--- src/rtl/qea_loader_pkg.sv ---
// Shared constants, FSM encoding and helpers for the QEA host loader.
package qea_loader_pkg;

  localparam int PE_NUM_WIDTH            = 2;
  localparam int PE_NUM                  = 4;
  localparam int DATA_WIDTH              = 32;
  localparam int STATE_DATA_WIDTH        = 64;
  localparam int STATE_ADDR_WIDTH        = 16;
  localparam int GATE_CONTEXT_DATA_WIDTH = 64;
  localparam int GATE_CONTEXT_ADDR_WIDTH = 16;
  localparam int MAX_QBIT_WIDTH          = 6;
  localparam int NUM_FRAC_BIT            = 30;

  localparam int STATE_WORD_WIDTH = PE_NUM * STATE_DATA_WIDTH;

  localparam logic [DATA_WIDTH-1:0] ONE_FIXED = DATA_WIDTH'(1) << NUM_FRAC_BIT;

  // |0..0> lives in the top PE slice: real part 1.0, imaginary part 0.
  localparam logic [STATE_WORD_WIDTH-1:0] BASIS_WORD =
    {ONE_FIXED, {(STATE_WORD_WIDTH - DATA_WIDTH){1'b0}}};

  localparam logic [MAX_QBIT_WIDTH-1:0] QBIT_MIN = MAX_QBIT_WIDTH'(PE_NUM_WIDTH);
  localparam logic [MAX_QBIT_WIDTH-1:0] QBIT_MAX = MAX_QBIT_WIDTH'(PE_NUM_WIDTH + STATE_ADDR_WIDTH);

  typedef enum logic [2:0] {
    ST_IDLE       = 3'd0,
    ST_LOAD_CTX   = 3'd1,
    ST_INIT_STATE = 3'd2,
    ST_START      = 3'd3,
    ST_RUN        = 3'd4,
    ST_DONE       = 3'd5
  } state_e;

  // One extra bit so a full 2^STATE_ADDR_WIDTH word count is representable.
  typedef logic [STATE_ADDR_WIDTH:0] word_cnt_t;

  function automatic logic qbit_legal(input logic [MAX_QBIT_WIDTH-1:0] qbit_num);
    return (qbit_num >= QBIT_MIN) && (qbit_num <= QBIT_MAX);
  endfunction

  function automatic word_cnt_t state_words(input logic [MAX_QBIT_WIDTH-1:0] qbit_num);
    return word_cnt_t'(1) << (qbit_num - QBIT_MIN);
  endfunction

endpackage

--- src/rtl/qea_state_init_gen.sv ---
// Writes the |0..0> basis state: word 0 = BASIS_WORD, words 1..N-1 = 0, one per cycle.
module qea_state_init_gen
  import qea_loader_pkg::*;
(
  input  logic                        clk,
  input  logic                        rst,
  input  logic                        start_i,
  input  word_cnt_t                   word_cnt_i,
  output logic                        ena_o,
  output logic                        wea_o,
  output logic [STATE_ADDR_WIDTH-1:0] addr_o,
  output logic [STATE_WORD_WIDTH-1:0] data_o,
  output logic                        busy_o,
  output logic                        last_o
);

  word_cnt_t                   cnt_q;
  logic                        active_q;
  logic                        ena_q;
  logic                        last_q;
  logic [STATE_ADDR_WIDTH-1:0] addr_q;
  logic [STATE_WORD_WIDTH-1:0] data_q;

  // NOTE: sequential state uses non-blocking assignments so every register
  // samples the pre-edge value of every other register.
  always_ff @(posedge clk) begin
    if (rst) begin
      cnt_q    <= '0;
      active_q <= 1'b0;
      ena_q    <= 1'b0;
      last_q   <= 1'b0;
      addr_q   <= '0;
      data_q   <= '0;
    end else begin
      ena_q  <= 1'b0;
      last_q <= 1'b0;
      if (start_i && !active_q) begin
        cnt_q    <= '0;
        active_q <= 1'b1;
      end else if (active_q) begin
        ena_q  <= 1'b1;
        addr_q <= cnt_q[STATE_ADDR_WIDTH-1:0];
        data_q <= (cnt_q == '0) ? BASIS_WORD : '0;
        cnt_q  <= cnt_q + word_cnt_t'(1);
        // last_q rises together with the final write so the caller can advance.
        if (cnt_q == word_cnt_i - word_cnt_t'(1)) begin
          active_q <= 1'b0;
          last_q   <= 1'b1;
        end
      end
    end
  end

  assign ena_o  = ena_q;
  assign wea_o  = ena_q;
  assign addr_o = addr_q;
  assign data_o = data_q;
  assign busy_o = active_q;
  assign last_o = last_q;

endmodule

--- src/rtl/qea_host_loader.sv ---
// Host-side sequencer for the QEA core: load context, init state, start, wait, done.
// Optional run-cycle counter output enabled by `define QEA_HOST_LOADER_CYCLE_CNT_EN.
module qea_host_loader
  import qea_loader_pkg::*;
(
  input  logic                               clk,
  input  logic                               rst,
  input  logic                               i_cmd_valid,
  input  logic [MAX_QBIT_WIDTH-1:0]          i_qbit_num,
  input  logic [GATE_CONTEXT_ADDR_WIDTH-1:0] i_ins_num,
  input  logic                               s_ctx_valid,
  output logic                               s_ctx_ready,
  input  logic [GATE_CONTEXT_DATA_WIDTH-1:0] s_ctx_data,
  output logic                               o_ctx_en,
  output logic                               o_ctx_wea,
  output logic [GATE_CONTEXT_ADDR_WIDTH-1:0] o_ctx_addr,
  output logic [GATE_CONTEXT_DATA_WIDTH-1:0] o_ctx_data,
  output logic                               o_state_ena,
  output logic                               o_state_wea,
  output logic [STATE_ADDR_WIDTH-1:0]        o_state_addra,
  output logic [STATE_WORD_WIDTH-1:0]        o_state_dina,
  output logic [MAX_QBIT_WIDTH-1:0]          o_qbit_num,
  output logic                               o_qea_start,
  input  logic                               i_qea_complete,
  output logic                               o_busy,
  output logic                               o_done,
  output logic                               o_err
`ifdef QEA_HOST_LOADER_CYCLE_CNT_EN
  ,
  output logic [31:0]                        o_run_cycles
`endif
);

  state_e                               state_q;
  logic [MAX_QBIT_WIDTH-1:0]            qbit_num_q;
  logic [GATE_CONTEXT_ADDR_WIDTH-1:0]   ins_num_q;
  logic [GATE_CONTEXT_ADDR_WIDTH-1:0]   beat_cnt_q;
  word_cnt_t                            word_cnt_q;
  logic                                 ctx_ready_q;
  logic                                 ctx_en_q;
  logic [GATE_CONTEXT_ADDR_WIDTH-1:0]   ctx_addr_q;
  logic [GATE_CONTEXT_DATA_WIDTH-1:0]   ctx_data_q;
  logic                                 gen_start_q;
  logic                                 qea_start_q;
  logic                                 busy_q;
  logic                                 done_q;
  logic                                 err_q;

  logic ctx_hs_d;
  logic gen_busy;
  logic gen_last;

  assign ctx_hs_d = ctx_ready_q && s_ctx_valid;

  always_ff @(posedge clk) begin
    if (rst) begin
      state_q     <= ST_IDLE;
      qbit_num_q  <= '0;
      ins_num_q   <= '0;
      beat_cnt_q  <= '0;
      word_cnt_q  <= '0;
      ctx_ready_q <= 1'b0;
      ctx_en_q    <= 1'b0;
      ctx_addr_q  <= '0;
      ctx_data_q  <= '0;
      gen_start_q <= 1'b0;
      qea_start_q <= 1'b0;
      busy_q      <= 1'b0;
      done_q      <= 1'b0;
      err_q       <= 1'b0;
    end else begin
      // NOTE: strobes default low here so any branch that raises one yields
      // exactly a single-cycle pulse.
      ctx_en_q    <= 1'b0;
      gen_start_q <= 1'b0;
      qea_start_q <= 1'b0;
      done_q      <= 1'b0;
      case (state_q)
        ST_IDLE: begin
          if (i_cmd_valid) begin
            qbit_num_q <= i_qbit_num;
            ins_num_q  <= i_ins_num;
            beat_cnt_q <= '0;
            if (!qbit_legal(i_qbit_num)) begin
              err_q <= 1'b1;
            end else begin
              err_q      <= 1'b0;
              busy_q     <= 1'b1;
              word_cnt_q <= state_words(i_qbit_num);
              if (i_ins_num == '0) begin
                state_q     <= ST_INIT_STATE;
                gen_start_q <= 1'b1;
              end else begin
                state_q     <= ST_LOAD_CTX;
                ctx_ready_q <= 1'b1;
              end
            end
          end
        end
        ST_LOAD_CTX: begin
          if (ctx_hs_d) begin
            ctx_en_q   <= 1'b1;
            ctx_addr_q <= beat_cnt_q;
            ctx_data_q <= s_ctx_data;
            beat_cnt_q <= beat_cnt_q + GATE_CONTEXT_ADDR_WIDTH'(1);
            if (beat_cnt_q == ins_num_q - GATE_CONTEXT_ADDR_WIDTH'(1)) begin
              ctx_ready_q <= 1'b0;
              state_q     <= ST_INIT_STATE;
              gen_start_q <= 1'b1;
            end
          end
        end
        ST_INIT_STATE: begin
          if (gen_last && !gen_busy) begin
            state_q     <= ST_START;
            qea_start_q <= 1'b1;
          end
        end
        ST_START: state_q <= ST_RUN;
        ST_RUN: begin
          if (i_qea_complete) begin
            state_q <= ST_DONE;
            done_q  <= 1'b1;
          end
        end
        ST_DONE: begin
          state_q <= ST_IDLE;
          busy_q  <= 1'b0;
        end
        default: state_q <= ST_IDLE;
      endcase
    end
  end

  qea_state_init_gen u_state_init_gen (
    .clk        (clk),
    .rst        (rst),
    .start_i    (gen_start_q),
    .word_cnt_i (word_cnt_q),
    .ena_o      (o_state_ena),
    .wea_o      (o_state_wea),
    .addr_o     (o_state_addra),
    .data_o     (o_state_dina),
    .busy_o     (gen_busy),
    .last_o     (gen_last)
  );

`ifdef QEA_HOST_LOADER_CYCLE_CNT_EN
  logic [31:0] run_cycles_q;

  always_ff @(posedge clk) begin
    if (rst) begin
      run_cycles_q <= '0;
    end else if (state_q == ST_START) begin
      run_cycles_q <= '0;
    end else if ((state_q == ST_RUN) && !(&run_cycles_q)) begin
      run_cycles_q <= run_cycles_q + 32'd1;
    end
  end

  assign o_run_cycles = run_cycles_q;
`endif

  assign s_ctx_ready = ctx_ready_q;
  assign o_ctx_en    = ctx_en_q;
  assign o_ctx_wea   = ctx_en_q;
  assign o_ctx_addr  = ctx_addr_q;
  assign o_ctx_data  = ctx_data_q;
  assign o_qbit_num  = qbit_num_q;
  assign o_qea_start = qea_start_q;
  assign o_busy      = busy_q;
  assign o_done      = done_q;
  assign o_err       = err_q;

endmodule

--- config.mk ---
export PLATFORM = sky130hd
export DESIGN_NAME = qea_host_loader
export DESIGN_NICKNAME = d
export VERILOG_FILES = /design/src/rtl/qea_loader_pkg.sv /design/src/rtl/qea_state_init_gen.sv /design/src/rtl/qea_host_loader.sv
export SDC_FILE = /design/constraint.sdc
export NUM_CORES = 1
export LEC_CHECK = 0
export ABC_AREA = 0
export BUFFER_PORTS_ARGS = -buffer_cell sky130_fd_sc_hd__buf_2
export CORE_AREA = 2 2 176 178
export CTS_CLUSTER_SIZE = 25
export DETAILED_ROUTE_END_ITERATION = 8
export DIE_AREA = 0 0 178 180
export PLACE_DENSITY = 0.59
export SYNTH_ARGS = -nofsm -noshare
export SYNTH_HDL_FRONTEND = slang
export SYNTH_SLANG_ARGS = --single-unit
export TNS_END_PERCENT = 100
--- constraint.sdc ---
create_clock -name clk -period 3.5 [get_ports clk]
set_clock_uncertainty 0.2 [all_clocks]
set_input_delay 0.7 -clock clk [delete_from_list [all_inputs] [get_ports clk]]
set_output_delay 0.7 -clock clk [all_outputs]
set_load 0.03 [all_outputs]
==> reports/qor.yml, run 1 <==
worst_ep_arrival_time_ns: 2.94
syn_area_um2: 10040
grt_antenna_before_repair: 2
clockRootBuffer: "clkbuf_16"
synth_edf_count: 0
cap_violations: 0
boundaryPins: 458
cp_max_fo: 4
cts_buffers: 17
die_height_um: 180
synth.top_cells.by_area: "dfxtp_1 36%, buf_4 19%, nand2_1 8.9%"
grt.total_usage_pct: 15.11
cp_num_buf_inv: 1
synthCells: 1279
overflow: 0
postCtsResizedCells: 0
synthArstFlopShare_pct: 0
min_path_cells: 2
antenna_left: 0
min_period_ns: 2.759
synth_commonest_cells: "257 x buf_4, 239 x nand2_1, 182 x dfxtp_1, 128 x a21oi_1, 103 x nor2_1"
grt_pass1_vias: 7015
clkSlewWorstSetupHoldPaths_ns: 0.07
wl_um: 25290
maxSlewHeadroom_pct: 40.87
rsz0062_at_grt: "false"
synth_top_cell_by_area: "dfxtp_1"
vdd_drop_max_mv: 0.2768
critPathMaxStageDelay_ns: 0.50
cts_sinks: 182
nets: 1529
die_w_um: 178
wl_per_cell_um: 13.74
syn_area_per_cell_um2: 7.847
yosysUniqueCellTypes: 62
worstReg2RegEnd: "u_state_init_gen.last_o"
gp_congestion: 0.8387
timing.rr.start: "word_cnt_q[0]"
crit_family: "simple AND/OR/NAND/NOR gates"
hold-path-endpoint: "o_ctx_data[59]"
yosysMostFrequentCell: "buf_4"
max_freq_ghz: 0.3624
tritoncts: "built"
finalCritPeriodShare_pct: 78.84
setup_tns_ns: 0
cp.required_ns: 3.68
p_total_w: 0.005183
synth.top_cell.area_share_pct: 36.30
cts_max_path_buffers: 2
viasPerCell: 4.375
nFillCells: 3267
grt_max_degree: 85
start_util_pct: 33.24
setup_viol: 0
ff2ff_path_depth: 8
core-area_um2: 30190
worst_setup_path_start_kind: "flop"
h-tree-depth: 4
layout-drive-gt1-share_pct: 17.52
hp-start: "o_ctx_data[59]"
ys.flop_type: "dfxtp_1"
hold_path.class: "flop to flop"
leakagePower_nw: 4.806
insertion_delay_ns: 0.45
tightest_slew_ns: 0.8869
crit_slowest_cell: "or4_1"
grt_pass1_wl_um: 38350
port_buffers: 202
dr.pass1.iters: 4
drt-initial-drc-count: 477
outcome: "finished clean"
area_growth_pct: 8.752
end_kind: "flop"
synth_seq_cells: 182
dieArea_um2: 32040
drv_slew: 0
hold_viol_final: 0
rows: 64
hpwl_um: 19110
yosysWarnings: 0
r2r_slack_ns: 0.74
drc_errors: 0
post-cts-setup-buffers: 0
criticalPathCategory: "flop to flop"
path_cells: "inv_1 > ha_1 > nor4b_2 > nand4b_1 > or4_1 > a221o_1 > a221oi_2 > and3_1"
num_vias: 8054
ys_seq_area_share_pct: 36.30
powerDensity_nw_per_um2: 474.9
postCtsHoldBufs: 0
[per-layer routing]
layer  wire, um  global-route usage (%)
met3       1430                   3.638
met5          0                       0
met4        341                   4.197
met1      11210                   19.40
met2      12310                   25.10
[how the worst max path moves through the flow]
stage | end | start | slack, ns | cells after the start
CTS | u_state_init_gen.last_o | word_cnt_q[0] | 0.78 | 8
detailed placement | word_cnt_q[14] | i_qbit_num[1] | 0.58 | 8
global route | u_state_init_gen.busy_o | word_cnt_q[0] | 0.57 | 8
floorplan | word_cnt_q[11] | i_qbit_num[0] | 0.84 | 8
global placement | word_cnt_q[7] | i_qbit_num[1] | 0.63 | 8
finish | u_state_init_gen.last_o | word_cnt_q[0] | 0.74 | 8
[power by group]
part / internal, W / leakage, nW / switching, W
Combinational: 0.000276 / 3.07 / 0.000840
Sequential: 0.00213 / 1.47 / 0.0000872
Clock: 0.000938 / 0.266 / 0.000908
[cell usage in the layout (no fill, tap or decap), types with 15 or more instances in the layout]
| master | synthesis | routed |
|---|---|---|
| a21oi_1 | 128 | 128 |
| buf_2 | 3 | 201 |
| clkbuf_16 | 0 | 17 |
| conb_1 | 1 | 255 |
| dfxtp_1 | 182 | 182 |
| inv_1 | 15 | 15 |
| mux2i_1 | 18 | 18 |
| nand2_1 | 239 | 239 |
| nand3_1 | 18 | 18 |
| nand4_1 | 16 | 16 |
| nor2_1 | 103 | 102 |
| nor3_1 | 19 | 19 |
| o21ai_0 | 15 | 15 |
| xnor2_1 | 31 | 31 |
| xor2_1 | 38 | 38 |
[kinds of logic after synthesis]
group                    Yosys count  share of synthesized area [%]
AO/OA/AOI/OAI                    183                          10.50
XOR/XNOR                          69                          6.022
adder cells (fa/ha/maj)            7                         0.8727
buffers and inverters            345                          22.70
flip-flops                       182                          36.30
multiplexers                      18                          1.795
other                              1                        0.03737
AND/OR/NAND/NOR                  474                          21.77
[tightest hold or removal path, delay by kind of cell (launching register included)]
| kind | cells | cell delay [ns] |
|---|---|---|
| DFF | 1 | 0.31 |
| and+or+nand+nor | 1 | 0.05 |
| AOI/OAI and AO/OA | 1 | 0.05 |
[flip-flops by register name, summed over array words and instances, names as in the netlist]
signal and flops:
beat_cnt_q 16, word_cnt_q 17, u_state_init_gen.cnt_q 17, s_ctx_ready 1, u_state_init_gen.last_o 1, o_ctx_data 64
o_busy 1, o_qea_start 1, o_qbit_num 6, u_state_init_gen.addr_o 16, u_state_init_gen.busy_o 1, u_state_init_gen.data_o 1
state_q 3, o_done 1, ins_num_q 16, o_err 1, u_state_init_gen.ena_o 1, o_ctx_addr 16
gen_start_q 1, o_ctx_en 1
[area by class of cell]
class | instances | area [um^2] | area share, %
Antenna cell | 1 | 2.502 | 0.02293
Clock buffer | 19 | 432.9 | 3.967
Clock inverter | 13 | 117.6 | 1.078
Inverter | 15 | 56.30 | 0.5159
Multi-Input combinational cell | 1006 | 5075 | 46.50
Sequential cell | 182 | 3643 | 33.38
Tap cell | 396 | 495.5 | 4.540
Timing Repair Buffer | 209 | 1091 | 9.997
[stage by stage]
step / worst slack, ns / hold slack, ns / utilization (%) / cells / instance area (um^2)
CTS: 0.7772 / 0.2524 / 36.14 / 1840 / 10910
floorplan: 0.8381 / 0.2488 / - / 1533 / 10990
detailed placement: 0.5796 / 0.2431 / 34.32 / 1808 / 10360
global placement: 0.6331 / 0.2396 / 34.32 / 1808 / 10360
finish: 0.7407 / 0.2504 / 36.15 / 1841 / 10910
global route: 0.5708 / 0.2658 / 36.15 / 1841 / 10910
No activity file was read; power rests on OpenSTA's default activity.
==> run 2: changes to the inputs <==
Settings changed: ABC_AREA 0 to 1, CORE_AREA 2 2 176 178 to 2 2 177 179, DIE_AREA 0 0 178 180 to 0 0 179 181, PLACE_DENSITY 0.59 to 0.61.
Clock period 3.5 ns to 2.3 ns, I/O delays scaled along.
==> reports/qor.yml, run 2 <==
synthArstFlopShare_pct: 0
h-tree-depth: 4
finalCritPeriodShare_pct: 92.11
cp_num_buf_inv: 2
grt_pass1_vias: 7712
yosysWarnings: 0
cts_sinks: 182
grt_pass1_wl_um: 41510
synth_edf_count: 0
yosysMostFrequentCell: "buf_4"
die_height_um: 181
hold-path-endpoint: "o_ctx_data[51]"
die_w_um: 179
min_path_cells: 3
cp.required_ns: 2.43
yosysUniqueCellTypes: 41
synth_commonest_cells: "258 x buf_4, 219 x nor2_1, 182 x dfxtp_1, 158 x nand2_1, 128 x o21ai_0"
drt-initial-drc-count: 484
hpwl_um: 20770
clockRootBuffer: "clkbuf_16"
port_buffers: 202
fin_cells: 2003
viasPerCell: 4.360
outcome: "finished clean"
hp-start: "s_ctx_data[51]"
area_growth_pct: 11.84
wl_met3_um: 2262
maxSlewHeadroom_pct: 60.19
crit_slowest_cell: "nor4_1"
grt_max_degree: 126
synth.top_cell.area_share_pct: 35.73
n_antenna_cell: 0
powerDensity_nw_per_um2: 824.2
start_util_pct: 33.60
ff2ff_path_depth: 9
final_common_cell: "conb_1"
critPathMaxStageDelay_ns: 0.46
core-area_um2: 30350
synth_seq_cells: 182
dr.pass1.iters: 5
synthCells: 1400
cts_buffers: 17
setup_viol: 0
tritoncts: "built"
dp_slack_ns: 0.01221
rows: 64
layout_setup_ws_ns: 0.1814
wl_um: 27230
insertion_delay_ns: 0.43
layout-drive-gt1-share_pct: 19.10
drt-met1-wl_um: 12010
num_vias: 8733
worst_setup_path_start_kind: "flop"
grt_antenna_before_repair: 0
wl_met2_um: 12710
cap_violations: 0
criticalPathCategory: "flop to flop"
syn_area_um2: 10200
worstReg2RegEnd: "u_state_init_gen.cnt_q[13]"
r2r_slack_ns: 0.18
max_freq_ghz: 0.4720
ys.flop_type: "dfxtp_1"
leakagePower_nw: 5.739
antenna_left: 0
boundaryPins: 458
synth_top_cell_by_area: "dfxtp_1"
timing.rr.start: "u_state_init_gen.cnt_q[0]"
crit_family: "simple AND/OR/NAND/NOR gates"
path_common_cell: "nand2_1"
hold_path.class: "input port to flop"
nFillCells: 3176
min_period_ns: 2.119
worst_ep_arrival_time_ns: 2.25
routed.top_layer: "met4"
dieArea_um2: 32400
dp_cells: 1971
grt.total_usage_pct: 16.32
hold_viol_final: 0
overflow: 0
final_core_util_pct: 37.57
drv_slew: 0
wl_per_cell_um: 13.59
end_kind: "flop"
cp_max_fo: 4
post-cts-setup-buffers: 0
largest_reg_flops: 64
path_cells: "inv_1 > nor3_1 > inv_1 > nor2_2 > nand2_1 > nor4_1 > nand2_1 > nand2_1 > nor2_1"
syn_area_per_cell_um2: 7.283
vdd_drop_max_mv: 0.4466
final_cell_mix: "255 x conb_1, 217 x nor2_1, 202 x buf_2, 181 x dfxtp_1, 157 x nand2_1"
clkSlewWorstSetupHoldPaths_ns: 0.08
drc_errors: 0
synth.top_cells.by_area: "dfxtp_1 36%, buf_4 19%, nor2_1 8.1%"
cts_max_path_buffers: 2
nets: 1692
tightest_slew_ns: 0.5917
ys_seq_area_share_pct: 35.73
gp_congestion: 0.8775
==> run 2: cell types whose count changed after synthesis, moves of 11 or more <==
cell,change
a21oi_1,-44
xnor2_1,-15
mux2i_1,-18
or3_1,-12
nand3_1,+29
clkbuf_1,-23
nor2_1,+116
inv_1,+74
nand2_1,-81
xor2_1,-11
o21ai_0,+113
==> run 2: metal layers <==
layer,vias up,track usage (%)
met5,-,0
met1,3935,21.59
li1,4393,-
met2,393,25.77
met3,12,4.945
met4,0,4.163
==> run 2: metrics by stage <==
step	power [W]	instance area (um^2)	hold WS, ns	TNS [ns]
floorplan	0.006104	11150	0.2388	0
global placement	0.006445	10770	0.2390	0
detailed placement	0.006456	10770	0.2429	0
CTS	0.009432	11350	0.01948	0
global route	0.009963	11400	0.02673	-0.01867
finish	0.009399	11400	0.04030	0
==> run 2: repair_timing <==
action	4_1_cts	5_1_grt
setup endpoints to repair	0	17
gates resized for setup	0	13
hold buffers	0	0
==> run 2: final cells by class <==
cell class | count | area (um^2) | share of cell area (%)
Tap cell | 396 | 495.5 | 4.345
Sequential cell | 182 | 3645 | 31.96
Timing Repair Buffer | 228 | 1244 | 10.91
Inverter | 99 | 371.6 | 3.259
Clock buffer | 17 | 425.4 | 3.731
Clock inverter | 15 | 161.4 | 1.415
Multi-Input combinational cell | 1066 | 5061 | 44.38
==> run 2: tightest hold or removal path, delay by kind of cell <==
| family | cells | cell delay (ns) |
|---|---|---|
| buffers and inverters | 1 | 0.07 |
| and+or+nand+nor | 2 | 0.11 |
==> run 2: worst max path at each step <==
stage	to	slack, ns	depth (start not counted)	startpoint
global route	u_state_init_gen.busy_o	-0.01	13	word_cnt_q[1]
floorplan	word_cnt_q[0]	0.21	9	i_qbit_num[1]
detailed placement	word_cnt_q[1]	0.01	9	i_qbit_num[1]
global placement	word_cnt_q[1]	0.08	9	i_qbit_num[1]
CTS	beat_cnt_q[14]	0.11	9	beat_cnt_q[1]
finish	u_state_init_gen.cnt_q[13]	0.18	9	u_state_init_gen.cnt_q[0]
==> run 2: kinds of logic after synthesis <==
kind of cell    Yosys count  synth area share (%)
flops                   182                 35.73
compound gates          234                 11.96
fa+ha+maj                 7                0.8590
buf+inv                 406                 24.51
simple gates            526                 22.98
xor+xnor                 44                 3.915
other cells               1               0.03678
==> run 2: report_power, final <==
part / internal (W) / switching (W)
registers: 0.00336 / 0.000181
logic: 0.000822 / 0.00208
clock network: 0.00154 / 0.00141
==> run 3: changes to the inputs <==
Settings changed: PLACE_DENSITY 0.61 to 0.7.
==> reports/qor.yml, run 3 (synthesized netlist as in run 2, its figures left out) <==
outcome: "finished clean"
drt-initial-drc-count: 452
grt_pass1_vias: 8182
grt_pass1_wl_um: 41760
critPathMaxStageDelay_ns: 0.43
setup_tns_ns: 0
port_buffers: 202
hold_ws_ns: 0.03390
postCtsHoldBufs: 0
core-area_um2: 30350
ff2ff_path_depth: 8
fin_cells: 2008
end_kind: "flop"
cts_max_path_buffers: 2
cap_violations: 0
cp.required_ns: 2.43
insertion_delay_ns: 0.43
boundaryPins: 458
layout_setup_ws_ns: 0.1329
path_cells: "inv_1 > nor3_1 > inv_1 > nor2_2 > nand3_1 > nor4_1 > xor2_1 > and2_1"
tightest_slew_ns: 0.5323
post-cts-setup-buffers: 0
crit_slowest_cell: "dfxtp_1"
h-tree-depth: 4
clockRootBuffer: "clkbuf_16"
maxSlewHeadroom_pct: 64.47
start_util_pct: 33.60
dp_cells: 1974
min_period_ns: 2.167
drc_errors: 0
drv_slew: 0
max_freq_ghz: 0.4614
num_vias: 8895
antenna_left: 0
leakagePower_nw: 5.750
die_height_um: 181
cts_sinks: 182
overflow: 0
criticalPathCategory: "flop to flop"
worst_ep_arrival_time_ns: 2.30
final_common_cell: "conb_1"
largest_reg_flops: 64
finalCritPeriodShare_pct: 94.22
dr.pass1.iters: 6
path_common_cell: "inv_1"
powerDensity_nw_per_um2: 816.3
gp_congestion: 0.9311
grt.total_usage_pct: 16.32
dp_slack_ns: 0.1339
final_cell_mix: "255 x conb_1, 214 x nor2_1, 202 x buf_2, 182 x dfxtp_1, 157 x nand2_1"
hpwl_um: 20790
setup_viol: 0
dieArea_um2: 32400
cts_buffers: 17
cp_max_fo: 4
wl_per_cell_um: 13.54
nets: 1695
grt_antenna_before_repair: 4
worst_setup_path_start_kind: "flop"
hold_path.class: "input port to flop"
wl_um: 27190
hold_viol_final: 0
viasPerCell: 4.430
area_growth_pct: 12.05
min_path_cells: 3
vdd_drop_max_mv: 0.3976
layout-drive-gt1-share_pct: 19.50
postCtsResizedCells: 0
rows: 64
tritoncts: "built"
grt_max_degree: 92
clkSlewWorstSetupHoldPaths_ns: 0.08
die_w_um: 179
[run 3: cell types whose count changed in the layout (fill, tap and decap cells not counted), moves of 2 or more]
cell	before	now
nand3_1	47	45
nor2_1	217	214
nor3_2	5	2
buf_4	23	26
nor2_2	8	11
diode_2	0	2
inv_6	4	6
nor3_1	22	24
nand3_2	1	3
[run 3: final timing paths]
| check | startpoint | to | slack, ns |
|---|---|---|---|
| max | u_state_init_gen.cnt_q[0] | u_state_init_gen.cnt_q[15] | 0.13 |
| min | s_ctx_data[14] | o_ctx_data[14] | 0.03 |
| max reg2reg | u_state_init_gen.cnt_q[0] | u_state_init_gen.cnt_q[15] | 0.13 |
| min reg2reg | o_err | o_err | 0.25 |
[run 3: area by class of cell]
type	count	area [um^2]
well taps	396	495.5
clock buffers	17	425.4
fillers	3148	18920
inverters	99	371.6
clock inverters	15	137.6
multi-input cells	1066	5080
repair buffers	231	1266
flip-flops and latches	182	3643
diodes	2	5.005
[run 3: worst max-delay path, delay by kind of cell (launching register included)]
kind / cells / cell delay (ns)
and+or+nand+nor: 5 / 1.06
xor gates and xnor gates: 1 / 0.13
buffers and inverters: 2 / 0.25
DFF: 1 / 0.43
[run 3: routing by layer]
metal	track usage (%)	share of wire, %
met1	19.91	42
met2	27.02	48
met3	4.630	7.9
met4	6.211	2.3
met5	0	0.099
[run 3: report_power, final]
group / switching (W) / internal [W] / total (W)
clock network: 0.00140 / 0.00143 / 0.00284
registers: 0.000189 / 0.00336 / 0.00355
logic: 0.00211 / 0.000828 / 0.00294
total: 0.00370 / 0.00563 / 0.00933
[run 3: stage by stage]
stage,total power [W],area (um^2),utilization (%)
6_report,0.009326,11420,37.64
5_1_grt,0.009868,11420,37.64
4_1_cts,0.009314,11350,37.41
3_5_place_dp,0.006459,10790,35.55
3_3_place_gp,0.006434,10790,35.55
2_1_floorplan,0.006104,11150,-
